**src/rtl/wptr_ctrl.sv**
```systemverilog
// Write-side pointer controller for the asynchronous byte FIFO: binary/Gray write
// pointers, read-pointer synchronizer, registered full/almost-full/level, sticky overflow.
module wptr_ctrl #(
  parameter int PTR_WIDTH = 4,
  parameter int AF_THRESH = 6
) (
  input  logic                 wclk,
  input  logic                 wrst,
  input  logic                 w_en,
  input  logic                 ovf_clr,
  input  logic [PTR_WIDTH-1:0] g_rptr,
  output logic [PTR_WIDTH-1:0] b_wptr,
  output logic [PTR_WIDTH-1:0] g_wptr,
  output logic [PTR_WIDTH-2:0] waddr,
  output logic                 w_ack,
  output logic                 full,
  output logic                 almost_full,
  output logic [PTR_WIDTH-1:0] wlevel,
  output logic                 overflow
);

  localparam logic [PTR_WIDTH-1:0] AF_LEVEL = AF_THRESH[PTR_WIDTH-1:0];

  logic [PTR_WIDTH-1:0] rq1_reg;
  logic [PTR_WIDTH-1:0] rq2_reg;
  logic [PTR_WIDTH-1:0] b_rptr_sync;

  logic [PTR_WIDTH-1:0] b_wptr_reg;
  logic [PTR_WIDTH-1:0] g_wptr_reg;
  logic                 full_reg;
  logic                 almost_full_reg;
  logic [PTR_WIDTH-1:0] wlevel_reg;
  logic                 overflow_reg;

  logic [PTR_WIDTH-1:0] b_wptr_next;
  logic [PTR_WIDTH-1:0] g_wptr_next;
  logic [PTR_WIDTH-1:0] full_match;
  logic                 full_next;
  logic [PTR_WIDTH-1:0] level_next;
  logic                 almost_full_next;
  logic                 overflow_next;

  // Two-flop synchronizer for the asynchronous Gray read pointer
  always_ff @(posedge wclk) begin
    if (wrst) begin
      rq1_reg <= '0;
      rq2_reg <= '0;
    end else begin
      rq1_reg <= g_rptr;
      rq2_reg <= rq1_reg;
    end
  end

  // Each binary bit is the XOR of all Gray bits at or above it
  genvar gi;
  generate
    for (gi = 0; gi < PTR_WIDTH; gi++) begin : g_gray2bin
      assign b_rptr_sync[gi] = ^rq2_reg[PTR_WIDTH-1:gi];
    end
  endgenerate

  assign w_ack       = w_en & ~full_reg;
  assign b_wptr_next = b_wptr_reg + {{(PTR_WIDTH-1){1'b0}}, w_ack};
  assign g_wptr_next = (b_wptr_next >> 1) ^ b_wptr_next;

  // Full when the write pointer has lapped the read pointer: top two Gray bits inverted
  assign full_match = {~rq2_reg[PTR_WIDTH-1:PTR_WIDTH-2], rq2_reg[PTR_WIDTH-3:0]};
  assign full_next  = (g_wptr_next == full_match);

  assign level_next       = b_wptr_next - b_rptr_sync;
  assign almost_full_next = (level_next >= AF_LEVEL);

  always_comb begin
    overflow_next = overflow_reg;
    if (w_en & full_reg) begin
      overflow_next = 1'b1;
    end else if (ovf_clr) begin
      overflow_next = 1'b0;
    end
  end

  always_ff @(posedge wclk) begin
    if (wrst) begin
      b_wptr_reg      <= '0;
      g_wptr_reg      <= '0;
      full_reg        <= 1'b0;
      almost_full_reg <= 1'b0;
      wlevel_reg      <= '0;
      overflow_reg    <= 1'b0;
    end else begin
      b_wptr_reg      <= b_wptr_next;
      g_wptr_reg      <= g_wptr_next;
      full_reg        <= full_next;
      almost_full_reg <= almost_full_next;
      wlevel_reg      <= level_next;
      overflow_reg    <= overflow_next;
    end
  end

  assign b_wptr      = b_wptr_reg;
  assign g_wptr      = g_wptr_reg;
  assign waddr       = b_wptr_reg[PTR_WIDTH-2:0];
  assign full        = full_reg;
  assign almost_full = almost_full_reg;
  assign wlevel      = wlevel_reg;
  assign overflow    = overflow_reg;

endmodule

```
**config.mk**
```make
export PLATFORM = sky130hd
export DESIGN_NAME = wptr_ctrl
export DESIGN_NICKNAME = d
export VERILOG_FILES = /design/src/rtl/wptr_ctrl.sv
export SDC_FILE = /design/constraint.sdc
export NUM_CORES = 1
export LEC_CHECK = 0
export BUFFER_PORTS_ARGS = -buffer_cell sky130_fd_sc_hd__buf_2
export CORE_MARGIN = 1.5
export CORE_UTILIZATION = 31
export DETAILED_ROUTE_END_ITERATION = 10
export PLACE_DENSITY_LB_ADDON = 0.3
export SYNTH_ARGS = -nofsm -noshare
export SYNTH_HDL_FRONTEND = slang
export SYNTH_SLANG_ARGS = --single-unit
export TNS_END_PERCENT = 1
```
**constraint.sdc**
```tcl
create_clock -name wclk -period 2.7 [get_ports wclk]
set_input_delay 0 -clock wclk [delete_from_list [all_inputs] [get_ports wclk]]
set_output_delay 0 -clock wclk [all_outputs]
set_load 0.02 [all_outputs]
```
### Word-level counts from Yosys, hierarchy flattened

Cells that the tools add are included.

| storage, ports and cells | value |
|---|---|
| memories kept | 0 |
| bits in writable memories | 0 |
| word-level logic and storage cells | 23 |
| latch bits | 0 |
| register bits after elaboration | 23 |
| bits in read-only memories | 0 |
| bits of input ports | 8 |
| output and inout port bits | 19 |

| operators by class | value |
|---|---|
| multiply operators | 0 |
| $lt $le $gt $ge | 1 |
| div/mod/pow operators | 0 |
| muxes and demuxes | 2 |
| shift operators | 0 |
| reductions and logical operators | 4 |
| add/sub/neg operators | 2 |
| bitwise logic cells | 5 |
| eq/ne operators | 1 |

Operator list:

| cell | number |
|---|---|
| $add A4 B1 Y4 | 1 |
| $eq A4 B4 Y1 | 1 |
| $ge A4 B3 Y1 const B | 1 |
| $reduce_xor A4 Y1 | 1 |
| $sub A4 B4 Y4 | 1 |
| $xor A3 B4 Y4 | 1 |
| $reduce_xor A3 Y1 | 1 |
| $and A1 B1 Y1 | 2 |
| $mux W1 | 2 |
| $not A2 Y2 | 1 |
| $reduce_bool A2 Y1 | 1 |
| $reduce_xor A2 Y1 | 1 |
| $not A1 Y1 | 1 |

### Depth between registers and ports, before layout

| depth | value |
|---|---|
| depth after elaboration | 5 |
| depth in mapped cells | 8 |
| gate-level depth less buffers | 8 |

### Worst setup path after synthesis

No wires, ideal clock.

| timing | value |
|---|---|
| path type | register -> register |
| start point | register full_reg, in the netlist full |
| end point | register almost_full_reg, in the netlist almost_full |
| arrival time | 2.348 ns |
| stages on the path, launching flop included | 9 |
| data required time | 2.605 ns |
| period minus slack after synthesis | 2.443 ns |
| buffers on the path | 0 |
| setup time | 0.095 ns |
| path slack | 0.257 ns |
| path through | dfxtp_1 -> nor2b_1 -> ha_1 -> ha_1 -> ha_1 -> nor2b_1 -> o21a_1 -> or4_4 -> o311ai_1 |

| between the ends | value |
|---|---|
| cells in the longest elaborated chain, start to end | 5 |

RTL lines:

| what | RTL line | text |
|---|---|---|
| start, declared | 30 | `logic full_reg;` |
| start signal, assigned | 93 | `full_reg <= full_next;` |
| $not A1 Y1 | 62 | `assign w_ack = w_en & ~full_reg;` |
| $and A1 B1 Y1 | 62 |  |
| net w_ack | 15 | `output logic w_ack,` |
| $add A4 B1 Y4 | 63 | `assign b_wptr_next = b_wptr_reg + {{(PTR_WIDTH-1){1'b0}}, w_ack};` |
| net b_wptr_next[1] | 35 | `logic [PTR_WIDTH-1:0] b_wptr_next;` |
| $sub A4 B4 Y4 | 70 | `assign level_next = b_wptr_next - b_rptr_sync;` |
| $ge A4 B3 Y1 | 71 | `assign almost_full_next = (level_next >= AF_LEVEL);` |
| end signal, assigned | 94 | `almost_full_reg <= almost_full_next;` |
| end, declared | 31 | `logic almost_full_reg;` |

The timed path passes the listed nets, and every way through them passes these cells.
A chain may end at the register's enable or synchronous reset.

### Worst setup path in the final report

| timing | value |
|---|---|
| start point | register full_reg, in the netlist full |
| end point | register almost_full_reg, in the netlist almost_full |

| between the ends | value |
|---|---|
| cells in the longest elaborated chain, start to end | 5 |

RTL lines:

| what | RTL line |
|---|---|
| $not A1 Y1 | 62 |
| $and A1 B1 Y1 | 62 |
| $add A4 B1 Y4 | 63 |
| net b_wptr_next[2] | 35 |
| $sub A4 B4 Y4 | 70 |
| $ge A4 B3 Y1 | 71 |

The timed path passes the listed nets, and every way through them passes these cells.

==> out/metrics.cfg <==
[sta]
finalWorstPathRequiredPeriod_ps=2230
tightest_slew_ps=384
setup_viol=0
maxSlewViolCount=0
fin_crit_sh_pct=82.7
finalWorstSetupSlack_ps=468
hold_viol_final=0
whs_ps=59.7
max_slew_margin_pct=74.4
fin_tns_setup_ps=0
max_freq_mhz=448
rsz0062_at_grt=false
skew_ps=8.42

[power]
leakagePower_uw=0.000560
pwr-share-clk_pct=32.0
intPower_uw=578
combPwrFrac_pct=21.7
peakVddDrop_mv=0.291
pwr-share-seq_pct=46.3
p_sw_share_pct=26.4
total_power_uw=786
power.net_switching_uw=208
power_density_nw_per_um2=690

[final_layout]
diodes=0
area_growth_pct=27.1
final_common_cell=buf_2
nets=129
fin_util_pct=41.3
final_cell_mix=buf_2 (26), dfxtp_1 (22), nor2b_1 (10), nor2_1 (10), xnor2_1 (7)
drive_gt1_share_pct=28.1

[clock_tree]
cts_tree=done
insertion_delay_ps=310
ctsLongestPathBuffers=2
htree_levels=1
cts-resized-gates=0
root_buffer=clkbuf_4
cts_sinks=22
path_clk_slew_ps=120
cts_made_buffers=3

[routing]
drt.antenna.violating_nets=0
wl_mm=1.45
first_pass_iters=3
routed_via_density=4.29
drcViolationCount=0
first_iter_violations=11
vias=622
detail_route.wl_per_cell_um=9.97

[setup_path]
cpMaxStageDelayCell=or4_4
crit_type=reg2reg
critPathMaxFanout=3
arrival_ps=2450
crit_path_end_kind=flop
path_cells=nor2b_1 > ha_1 > ha_1 > xor2_1 > ha_1 > o21a_1 > or4_4 > o311ai_1
cp.required_ps=2920
max_stage_delay_ps=420
path_common_cell=ha_1
start_kind=flop

[global_routing]
antenna_found_initial=0
grt-ovfl-total=0
grt_max_degree=23
grt_pass1_vias=587
grt_util_all_layers_pct=10.1
grt_pass1_wl_mm=2.43

[die]
die_height_um=56.8
core_area_um2=2760
die_x_um=56.8
start_util_pct=32.5
die_area_um2=3220
pin_count=27
core.rowCount=19

[run]
maxCapViolations=0

[synthesis]
synthCells=84
synth_fp_nets=98
ys_warn_count=0
ys_ff_latch=22
syn_area_per_cell_um2=10.7
ys_seq_area_share_pct=49.2
netlist_area_um2=896
synth.distinct_cells=23

[status]
status=finished clean

[place]
pre_cts_ws_ps=501
post-dp-hpwl_mm=1.05
gp_congestion=0.759
portBuffers=26

[worst_hold_path]
hp-class=in2reg

==> repair_timing <==
action                                 4_1_cts  5_1_grt
endpoints found under the hold margin        5        0
hold buffers                                 6        0
setup buffers                                0        0
==> cell usage after synthesis (all sizes together) <==
cell	count	area, um2
buf	6	38.8
nand3	1	5.00
nor2	10	37.5
o311ai	1	8.76
and2	1	6.26
o21a	1	7.51
a21boi	1	7.51
and4	1	10.0
nand2	2	7.51
nor2b	10	62.6
o211ai	1	7.51
xnor2	7	61.3
xnor3	1	22.5
dfxtp	22	440
xor2	6	52.6
or4	1	11.3
ha	5	62.6
nand2b	1	6.26
fa	1	20.0
inv	4	15.0
a21oi	1	5.00
==> per-stage QoR <==
step / instances / cell area (um2)
detailed placement: 135 / 1030
global placement: 135 / 1030
floorplan: 84 / 896
global route: 145 / 1140
CTS: 145 / 1140
finish: 145 / 1140
==> metal layers <==
layer	global-route usage, %	vias up	share of wire, %
met5	0	-	0
met3	2.30	4	5.9
met1	11.4	276	45
li1	-	321	-
met4	8.31	0	2.3
met2	15.9	21	47
==> power by group through the flow <==
| stage | combinational, uW | sequential [uW] | clock [uW] |
|---|---|---|---|
| finish | 171 | 364 | 251 |
| global route | 191 | 367 | 271 |
| CTS | 174 | 364 | 260 |
| detailed placement | 168 | 371 | 0 |
| global placement | 167 | 371 | 0 |
| floorplan | 93.8 | 403 | 0 |
==> cell families (layout without fill, tap and decap cells) <==
group / count (synthesis) / after routing / share of synthesized area (%)
AOI/OAI and AO/OA: 5 / 5 / 4.05
xor gates and xnor gates: 14 / 14 / 15.2
DFF: 22 / 22 / 49.2
adders and majority gates: 6 / 6 / 9.22
buffers and inverters: 10 / 40 / 6.00
and+or+nand+nor: 27 / 27 / 16.3
==> cell type report <==
class / count / area, um2
clock buffer: 3 / 22.5
clock inverter: 1 / 30.0
fill: 281 / 1620
inverter: 4 / 15.0
multi-input combinational: 52 / 402
sequential: 22 / 440
tap: 31 / 38.8
timing repair buffer: 32 / 190
==> worst max-delay path: cells and delay by family (launching register included) <==
kind	cells	cell delay (ps)
adders and majority gates	3	720
xor gates and xnor gates	1	290
AOI/OAI and AO/OA	2	220
DFF	1	350
and+or+nand+nor	2	570
==> final timing paths <==
kind	cells after the start	slack, ps	end	start
worst max-delay path	8	470	almost_full	full
worst min-delay path	2	60	b_wptr[0]	wrst
worst max register to register	8	470	almost_full	full
worst min register to register	1	450	rq2_reg[3]	rq1_reg[3]
No activity file was read; power rests on OpenSTA's default activity.
